[config.mk]
export PLATFORM = sky130hd
export DESIGN_NAME = va_sweep_seq
export DESIGN_NICKNAME = d
export VERILOG_FILES = /design/src/rtl/va_sweep_seq.sv
export SDC_FILE = /design/constraint.sdc
export NUM_CORES = 1
export LEC_CHECK = 0
export ABC_CLOCK_PERIOD_IN_PS = 3900
export CAP_MARGIN = 0
export CORE_ASPECT_RATIO = 0.8
export CORE_MARGIN = 1.5
export CORE_UTILIZATION = 57
export DETAILED_ROUTE_END_ITERATION = 8
export GPL_TIMING_DRIVEN = 0
export HOLD_SLACK_MARGIN = 0.05
export PLACE_DENSITY = 0.76
export REMOVE_ABC_BUFFERS = 1
export SKIP_LAST_GASP = 1
export SYNTH_ARGS = -nofsm -noshare
export SYNTH_HDL_FRONTEND = slang
export SYNTH_SLANG_ARGS = --single-unit
[constraint.sdc]
create_clock -name clk -period 3.9 [get_ports clk]
set_input_delay 0.585 -clock clk [delete_from_list [all_inputs] [get_ports clk]]
set_output_delay 0.585 -clock clk [all_outputs]
set_load 0.1 [all_outputs]
[src/rtl/va_sweep_seq.sv]
// Frequency sweep sequencer driven by the HPS va_gen_sm PIO command word.
// State | meaning: IDLE wait for RUN | LOAD set first point | SETTLE dwell | MEAS await meas_ack | STEP next point.
module va_sweep_seq #(
    parameter int FREQ_W    = 24,
    parameter int CNT_W     = 16,
    parameter int DWELL_W   = 20,
    parameter int DWELL_RST = 1000
) (
    input  logic              clk,
    input  logic              reset,
    input  logic [31:0]       cmd_word,
    input  logic              meas_ack,
    output logic [FREQ_W-1:0] freq_code,
    output logic              freq_valid,
    output logic              meas_req,
    output logic [CNT_W-1:0]  point_idx,
    output logic              busy,
    output logic              done,
    output logic              err,
    output logic              cmd_ack
);

    typedef enum logic [2:0] {
        S_IDLE   = 3'd0,
        S_LOAD   = 3'd1,
        S_SETTLE = 3'd2,
        S_MEAS   = 3'd3,
        S_STEP   = 3'd4
    } state_t;

    localparam logic [2:0] OP_NOP   = 3'd0;
    localparam logic [2:0] OP_START = 3'd1;
    localparam logic [2:0] OP_STEP  = 3'd2;
    localparam logic [2:0] OP_COUNT = 3'd3;
    localparam logic [2:0] OP_DWELL = 3'd4;
    localparam logic [2:0] OP_RUN   = 3'd5;
    localparam logic [2:0] OP_ABORT = 3'd6;

    state_t             state_q, state_d;
    logic               tog_q, prev_tog_q, prev_tog_d;
    logic [2:0]         op_q;
    logic [23:0]        pay_q;
    logic               ack_q, ack_d;
    logic [FREQ_W-1:0]  start_q, start_d, step_q, step_d, freq_q, freq_d;
    logic [CNT_W-1:0]   count_q, count_d, idx_q, idx_d;
    logic [DWELL_W-1:0] dwell_q, dwell_d, dcnt_q, dcnt_d;
    logic               fv_q, fv_d, req_q, req_d, busy_q, busy_d;
    logic               done_q, done_d, err_q, err_d;
    logic               new_cmd;
    logic               unused_rsvd;

    // Bits 27:24 of the command word carry nothing.
    assign unused_rsvd = ^cmd_word[27:24];
    assign new_cmd     = tog_q ^ prev_tog_q;

    always_ff @(posedge clk) begin
        if (reset) begin
            // Previous toggle mirrors the live word so reset never fakes a command.
            tog_q      <= cmd_word[31];
            prev_tog_q <= cmd_word[31];
            op_q       <= OP_NOP;
            pay_q      <= '0;
            ack_q      <= 1'b0;
            start_q    <= '0;
            step_q     <= '0;
            count_q    <= '0;
            dwell_q    <= DWELL_W'(DWELL_RST);
            dcnt_q     <= '0;
            state_q    <= S_IDLE;
            freq_q     <= '0;
            fv_q       <= 1'b0;
            req_q      <= 1'b0;
            idx_q      <= '0;
            busy_q     <= 1'b0;
            done_q     <= 1'b0;
            err_q      <= 1'b0;
        end else begin
            tog_q      <= cmd_word[31];
            prev_tog_q <= prev_tog_d;
            op_q       <= cmd_word[30:28];
            pay_q      <= cmd_word[23:0];
            ack_q      <= ack_d;
            start_q    <= start_d;
            step_q     <= step_d;
            count_q    <= count_d;
            dwell_q    <= dwell_d;
            dcnt_q     <= dcnt_d;
            state_q    <= state_d;
            freq_q     <= freq_d;
            fv_q       <= fv_d;
            req_q      <= req_d;
            idx_q      <= idx_d;
            busy_q     <= busy_d;
            done_q     <= done_d;
            err_q      <= err_d;
        end
    end

    always_comb begin
        state_d    = state_q;
        prev_tog_d = tog_q;
        ack_d      = ack_q ^ new_cmd;
        start_d    = start_q;
        step_d     = step_q;
        count_d    = count_q;
        dwell_d    = dwell_q;
        dcnt_d     = dcnt_q;
        freq_d     = freq_q;
        fv_d       = 1'b0;
        req_d      = req_q;
        idx_d      = idx_q;
        busy_d     = busy_q;
        done_d     = done_q;
        err_d      = err_q;

        case (state_q)
            S_LOAD: begin
                freq_d  = start_q;
                idx_d   = '0;
                fv_d    = 1'b1;
                dcnt_d  = dwell_q;
                state_d = S_SETTLE;
            end
            S_SETTLE: begin
                if (dcnt_q == '0) begin
                    req_d   = 1'b1;
                    state_d = S_MEAS;
                end else begin
                    dcnt_d = dcnt_q - DWELL_W'(1);
                end
            end
            S_MEAS: begin
                if (meas_ack) begin
                    req_d = 1'b0;
                    if (idx_q == count_q - CNT_W'(1)) begin
                        busy_d  = 1'b0;
                        done_d  = 1'b1;
                        state_d = S_IDLE;
                    end else begin
                        state_d = S_STEP;
                    end
                end
            end
            S_STEP: begin
                freq_d  = freq_q + step_q;
                idx_d   = idx_q + CNT_W'(1);
                fv_d    = 1'b1;
                dcnt_d  = dwell_q;
                state_d = S_SETTLE;
            end
            default: ;
        endcase

        // Command decode runs last so ABORT overrides whatever the sweep was doing.
        if (new_cmd) begin
            case (op_q)
                OP_START, OP_STEP, OP_COUNT, OP_DWELL: begin
                    if (busy_q) begin
                        err_d = 1'b1;
                    end else begin
                        case (op_q)
                            OP_START: start_d = pay_q[FREQ_W-1:0];
                            OP_STEP:  step_d  = pay_q[FREQ_W-1:0];
                            OP_COUNT: count_d = pay_q[CNT_W-1:0];
                            default:  dwell_d = pay_q[DWELL_W-1:0];
                        endcase
                    end
                end
                OP_RUN: begin
                    if (busy_q || count_q == '0) begin
                        err_d = 1'b1;
                    end else begin
                        done_d  = 1'b0;
                        err_d   = 1'b0;
                        busy_d  = 1'b1;
                        state_d = S_LOAD;
                    end
                end
                OP_ABORT: begin
                    if (busy_q) begin
                        state_d = S_IDLE;
                        req_d   = 1'b0;
                        busy_d  = 1'b0;
                        fv_d    = 1'b0;
                        done_d  = done_q;
                        freq_d  = freq_q;
                        idx_d   = idx_q;
                    end
                end
                OP_NOP: ;
                default: err_d = 1'b1;
            endcase
        end
    end

    assign freq_code  = freq_q;
    assign freq_valid = fv_q;
    assign meas_req   = req_q;
    assign point_idx  = idx_q;
    assign busy       = busy_q;
    assign done       = done_q;
    assign err        = err_q;
    assign cmd_ack    = ack_q;

endmodule
==> results.md, run 1 <==
* Cell area after synthesis at 8508 um2
* Net count, final at 1170
* Clk pwr share at 46.5%
* Area of the core at 14440 um2
* Yosys warning count at 0
* Post-CTS sizing at 0
* Sequential area share after synthesis at 42.82%
* Unique cell type count in the Yosys netlist at 63
* CTS Hold Bufs at 0
* Die extent in x at 139.6 um
* H-tree depth at 4
* Die H at 112.3 um
* Layout area overhead at 18.69%
* Mapped Cells at 1059
* P per Cell Area at 399.4 nW/um2
* Drt pass-1 iters at 7
* Critical path startpoint category: flop
* Routed vias/inst at 5.789
* I/O pin count at 81
* Hold Path Cell Cnt at 2
* Clk_skew at 0.009722 ns
* Critical Path RT at 4.20 ns
* CP arrival at 3.66 ns
* I/O Buffers at 76
* Initial Util at 58.91%
* Ys async rst share at 0%
* Vias in the first global route at 6836
* Status: complete, but fails checks
* CP max FO at 5
* Avg Cell Area, Syn at 8.034 um2
* Clk slew on worst S/H paths at 0.07 ns
* Number of synthesized register bits at 182
* Psw at 908.7 uW
* FF-to-FF Start: freq_code[4]
* Clk sinks at 182
* Max_cap viols at 0
* Kind of critical path: flop to flop
* Hold path endpoint: start_q[21]
* Fin. Hold Viols at 0
* Most frequent cells in the layout: nand2_1, dfxtp_1, a21oi_1
* Fill cells at 1185
* Clk_lat worst skew at 0.44 ns
* Most common cell after layout, fill and taps aside: nand2_1
* Final Max Tran Viols at 0
* Top_reg_cell synth: dfxtp_1
* Post-synth EDFFs at 0
* DRT Wirelength at 21560 um
* CTS tree: built
* Rel. slew slack at 15.52%
* Root buf cell: clkbuf_16
* CTS Buf Count at 17
* Layout cells sized above 1 at 5.089%
* DIE AREA at 15670 um2
* Final setup fails at 0
* Min cycle time layout at 3.359 ns
* Crit end category: flop
* Number of diodes at 0
* Worst flop-to-flop path endpoint: freq_code[22]
* Reg2Reg Depth at 8
* Postcts setup bufs at 0
* Sequential power share at 48.0%
* Post-route core utilization at 69.92%
* Fin Hold WS at 0.4510 ns
* Gpl congestion at 0.8948
* HPWL Detailed at 14210 um
* GR Overflow Total at 0
* 1st-iter DRT viols at 632
* Failing checks: design-rule violations
* Hold crit path type: flop to flop
* GRT Overall Usage at 28.06%
* Unrepaired setup endpoints after global routing: false
* Clock buffer depth at 2
* Core Rows at 39
* Leakage at 0.003680 uW
* Vias at 7549
* Int Pwr at 3124 uW
* Setup_tns at 0 ns
* Sw frac at 22.53%
* Hold path start: start_q[21]
* Number of antenna violations at the first check in global routing at 0
* Final period utilization at 86.13%
* WL/cell at 16.54 um
* Combinational share of power at 5.5%
* Fmax at 297.7 MHz
* Worst Tran Pin Value at 1.267 ns
* Maximum VDD drop at 0.2980 mV
* Final antenna-violating net count at 0
* Global-route wire length before repair at 35030 um
* Largest net degree at the start of global routing at 113
* R2R Setup Slk at 0.54 ns
* DRC at 4
==> synth_stat cells, types with 2 or more instances <==
master / instances / area share, %
dfxtp_1: 182 / 43
a21bo_2: 2 / 0.24
a21o_1: 7 / 0.62
a221o_1: 3 / 0.35
nand4b_1: 3 / 0.31
o21bai_1: 4 / 0.35
nand4_1: 12 / 0.88
inv_1: 12 / 0.53
and4b_1: 2 / 0.24
clkbuf_1: 56 / 2.5
o21ai_0: 33 / 1.9
a221oi_1: 2 / 0.21
nor4_1: 7 / 0.51
xnor2_1: 40 / 4.1
buf_1: 2 / 0.088
nand2_1: 234 / 10
xor2_1: 28 / 2.9
or4_1: 5 / 0.44
a311oi_1: 11 / 1.1
nor2b_1: 34 / 2.5
nor2_1: 89 / 3.9
or3_1: 6 / 0.44
and4_1: 2 / 0.21
nand2b_1: 15 / 1.1
nor3b_1: 3 / 0.26
nand3b_1: 9 / 0.79
and3_1: 7 / 0.51
ha_1: 27 / 4.0
a211oi_1: 20 / 1.8
nand3_1: 20 / 1.2
o31ai_1: 3 / 0.26
a21oi_1: 117 / 6.9
o211ai_1: 3 / 0.26
nor3_1: 19 / 1.1
and2_1: 4 / 0.29
o21a_1: 2 / 0.18
a21boi_0: 2 / 0.18
a31oi_1: 4 / 0.29
a2111oi_0: 4 / 0.41
==> how the worst max path moves through the flow <==
stage | start | endpoint | slack [ns] | cells past startpoint
global placement | reset | dcnt_q[15] | -2.08 | 4
finish | freq_code[4] | freq_code[22] | 0.54 | 8
detailed placement | freq_code[4] | freq_code[22] | 0.57 | 8
CTS | freq_code[4] | freq_code[22] | 0.58 | 8
global route | freq_code[4] | freq_code[22] | 0.36 | 8
floorplan | freq_code[4] | freq_code[22] | 0.38 | 8
==> state kept, by name, summed over array words and instances (netlist names) <==
name / count
pay_q: 24
busy: 1
meas_req: 1
start_q: 24
dwell_q: 20
cmd_ack: 1
point_idx: 16
prev_tog_d: 1
freq_valid: 1
dcnt_q: 20
op_q: 3
prev_tog_q: 1
freq_code: 24
count_q: 16
done: 1
state_q: 3
step_q: 24
err: 1
==> critical path, cell delays in order, from the launching register on <==
cell	delay [ns]
dfxtp_1	0.34
ha_1	0.35
a2111oi_0	0.64
a21boi_1	0.23
a221o_1	0.42
a311oi_1	0.66
o21ai_0	0.19
a221oi_1	0.28
a211oi_1	0.11
==> layout make-up <==
cell class,instances,area (um2),share of cell area (%)
clock buffer,21,480.5,4.758
clock inverter,11,168.9,1.673
inverter,12,45.04,0.4460
multi-input combinational,807,4636,45.91
sequential,182,3643,36.08
tap,184,230.2,2.280
timing repair buffer,87,894.6,8.859
==> through the flow <==
| stage | setup slack (ns) | area (um2) | total power (uW) | std cells |
|---|---|---|---|---|
| 2_1_floorplan | 0.3752 | 8290 | 2079 | 1001 |
| 4_1_cts | 0.5818 | 10100 | 4045 | 1304 |
| 3_5_place_dp | 0.5684 | 9449 | 2196 | 1272 |
| 5_1_grt | 0.3632 | 10100 | 4151 | 1304 |
| 6_report | 0.5408 | 10100 | 4033 | 1304 |
| 3_3_place_gp | -2.076 | 9281 | 2187 | 1261 |
==> per-layer routing <==
layer	vias up	track usage [%]	routed length, um
met5	-	0	0
met4	0	8.702	316
met3	22	5.034	1363
met2	229	43.78	9634
met1	3556	39.78	10250
li1	3742	-	-
==> cell families (layout without fill, tap and decap cells) <==
| family | after synthesis | count (layout) | share of synthesized area [%] |
|---|---|---|---|
| and+or+nand+nor | 477 | 477 | 25.90 |
| AOI/OAI and AO/OA | 232 | 232 | 16.74 |
| DFF | 182 | 182 | 42.82 |
| buffers and inverters | 70 | 131 | 3.088 |
| xor gates and xnor gates | 68 | 68 | 7.000 |
| adders and majority gates | 28 | 28 | 4.206 |
| muxes | 2 | 2 | 0.2500 |
==> power by group through the flow <==
stage | sequential [uW] | combinational, uW | clock [uW]
2_1_floorplan | 1980 | 96.5 | 0
3_3_place_gp | 1980 | 211 | 0
3_5_place_dp | 1980 | 220 | 0
4_1_cts | 1930 | 222 | 1890
5_1_grt | 1940 | 241 | 1970
6_report | 1940 | 222 | 1880
No activity file was read; power rests on OpenSTA's default activity.
==> inputs of run 2 (changes only) <==
CAP_MARGIN = unset   (was 0)
GPL_TIMING_DRIVEN = 1   (was 0)
==> run 2 against run 1 <==
  * The flow still finishes with violations (design-rule violations)
  * Clock power decreased by 6%
  * Core utilization decreased by 0.60 points
  * Clock-buffer cell count increased by 2
  * Sequential share of layout area increased by 0.31 points
  * Largest power group unchanged
  * Via count increased by 0.41%
  * Clock skew decreased by 0.0028 ns
  * Hold slack got worse by 0.00054 ns
  * Critical path depth unchanged
  * Critical endpoint unchanged
  * Critical path type unchanged
  * Maximum frequency increased by 0.20%
==> results.md, run 2 (synthesized netlist as in run 1, its figures left out) <==
* DIE AREA at 15670 um2
* Final Max Tran Viols at 0
* Number of antenna violations at the first check in global routing at 0
* CP Buf/Inv Count at 0
* Layout area overhead at 17.68%
* Setup_tns at 0 ns
* Postcts setup bufs at 0
* Leakage at 0.003643 uW
* CTS Buf Count at 17
* Die extent in x at 139.6 um
* Critical Path RT at 4.20 ns
* CP max FO at 5
* DRC at 4
* Net count, final at 1172
* Fill cells at 1239
* Layout cells sized above 1 at 5.089%
* CTS Hold Bufs at 0
* R2R Setup Slk at 0.55 ns
* Post-Layout Cell Count at 1304
* I/O Buffers at 76
* Clk sinks at 182
* Max_cap viols at 0
* Maximum VDD drop at 0.3030 mV
* Fmax at 298.3 MHz
* H-tree depth at 4
* Clock buffer depth at 2
* Sequential Area at 3643 um2
* # placed instances at 1274
* Critical Path, Cell by Cell: ha_1, a2111oi_0, a21boi_1, a221o_1, a311oi_1, o21ai_0, a221oi_1, a211oi_1
* 1st-iter DRT viols at 609
* Slowest-stage cell, CP: a2111oi_0
* Multi-input logic area at 4636 um2
* Kind of critical path: flop to flop
* Worst Tran Pin Value at 1.086 ns
* Root buf cell: clkbuf_16
* Area of the core at 14440 um2
* Crit end category: flop
* I/O pin count at 81
* Global-route wire length before repair at 35000 um
* Routed vias/inst at 5.813
* Hold Path Cell Cnt at 2
* Most common cell after layout, fill and taps aside: nand2_1
* FF-to-FF Start: freq_code[4]
* DRT Wirelength at 21970 um
* Slowest cell delay on critical path at 0.64 ns
* Hold crit path type: flop to flop
* Clk_skew at 0.006917 ns
* Final antenna-violating net count at 0
* Status: complete, but fails checks
* Failing checks: design-rule violations
* Hold path endpoint: start_q[21]
* CTS tree: built
* Final period utilization at 85.96%
* Rel. slew slack at 27.39%
* GRT Overall Usage at 28.20%
* Critical path's top delay family: compound AO/OA/AOI/OAI gates
* Initial Util at 58.91%
* Number of diodes at 0
* P per Cell Area at 391.1 nW/um2
* GR Overflow Total at 0
* Clk_lat worst skew at 0.44 ns
* Final setup fails at 0
* Clk slew on worst S/H paths at 0.06 ns
* Unrepaired setup endpoints after global routing: false
* Die H at 112.3 um
* Min cycle time layout at 3.352 ns
* CP arrival at 3.66 ns
* Reg2Reg Depth at 8
* Fin. Hold Viols at 0
* Largest net degree at the start of global routing at 47
* Post-CTS sizing at 0
* HPWL Detailed at 14580 um
* Total power at 3916 uW
* Gpl congestion at 0.9272
* Hold path start: start_q[21]
* Vias at 7580
* Critical path startpoint category: flop
* Post-route core utilization at 69.32%
* Drt pass-1 iters at 7
* Fin area at 10010 um2
* Worst flop-to-flop path endpoint: freq_code[22]
* Core Rows at 39
* WL/cell at 16.85 um
* Dpl cell area at 9410 um2
* Vias in the first global route at 6916
* Crit. Startpoint: freq_code[4]
* Most frequent cells in the layout: nand2_1, dfxtp_1, a21oi_1
==> run 2: cell types whose count changed in the layout (fill, tap and decap cells not counted) <==
cell	delta
buf_16	-1
buf_4	+10
buf_6	-5
buf_8	-2
bufinv_16	-2
clkbuf_8	+2
clkinv_2	-1
clkinv_4	-1
clkinvlp_4	+1
inv_6	-1
==> run 2: how the worst max path moves through the flow <==
stage / to / slack [ns] / cells after the start
6_report: freq_code[22] / 0.55 / 8
5_1_grt: freq_code[18] / 0.14 / 7
4_1_cts: freq_code[22] / 0.56 / 8
3_5_place_dp: freq_code[22] / 0.69 / 8
3_3_place_gp: freq_code[22] / 0.71 / 8
2_1_floorplan: freq_code[22] / 0.38 / 8
==> run 2: worst min-delay path, delay by kind of cell, from the launching register on <==
family,cells,cell delay (ns)
and+or+nand+nor,1,0.05
DFF,1,0.31
AOI/OAI and AO/OA,1,0.05
==> run 2: power breakdown <==
group	internal [uW]	switching (uW)	total (uW)
Clock	1040	724	1760
Sequential	1900	40.9	1940
Combinational	84.1	135	219
Total	3020	899	3920
==> run 2: layer usage <==
layer	global-route usage (%)	part of all wire, %	vias up
li1	-	-	3751
met1	39.03	48	3581
met2	44.38	44	210
met3	5.034	5.6	38
met4	10.39	2.1	0
met5	0	0	-
==> run 2: final cells by class <==
cell class	count	area share [%]
Multi-Input combinational cell	807	46.30
Sequential cell	182	36.39
Timing Repair Buffer	89	8.548
Clock buffer	23	5.074
Tap cell	184	2.299
Clock inverter	7	0.9373
Inverter	12	0.4499
==> run 2: metrics by stage <==
step | setup slack, ns | hold WS [ns]
global placement | 0.7143 | 0.4399
detailed placement | 0.6890 | 0.4445
floorplan | 0.3752 | 0.4260
global route | 0.1355 | 0.4764
finish | 0.5476 | 0.4504
CTS | 0.5639 | 0.4530
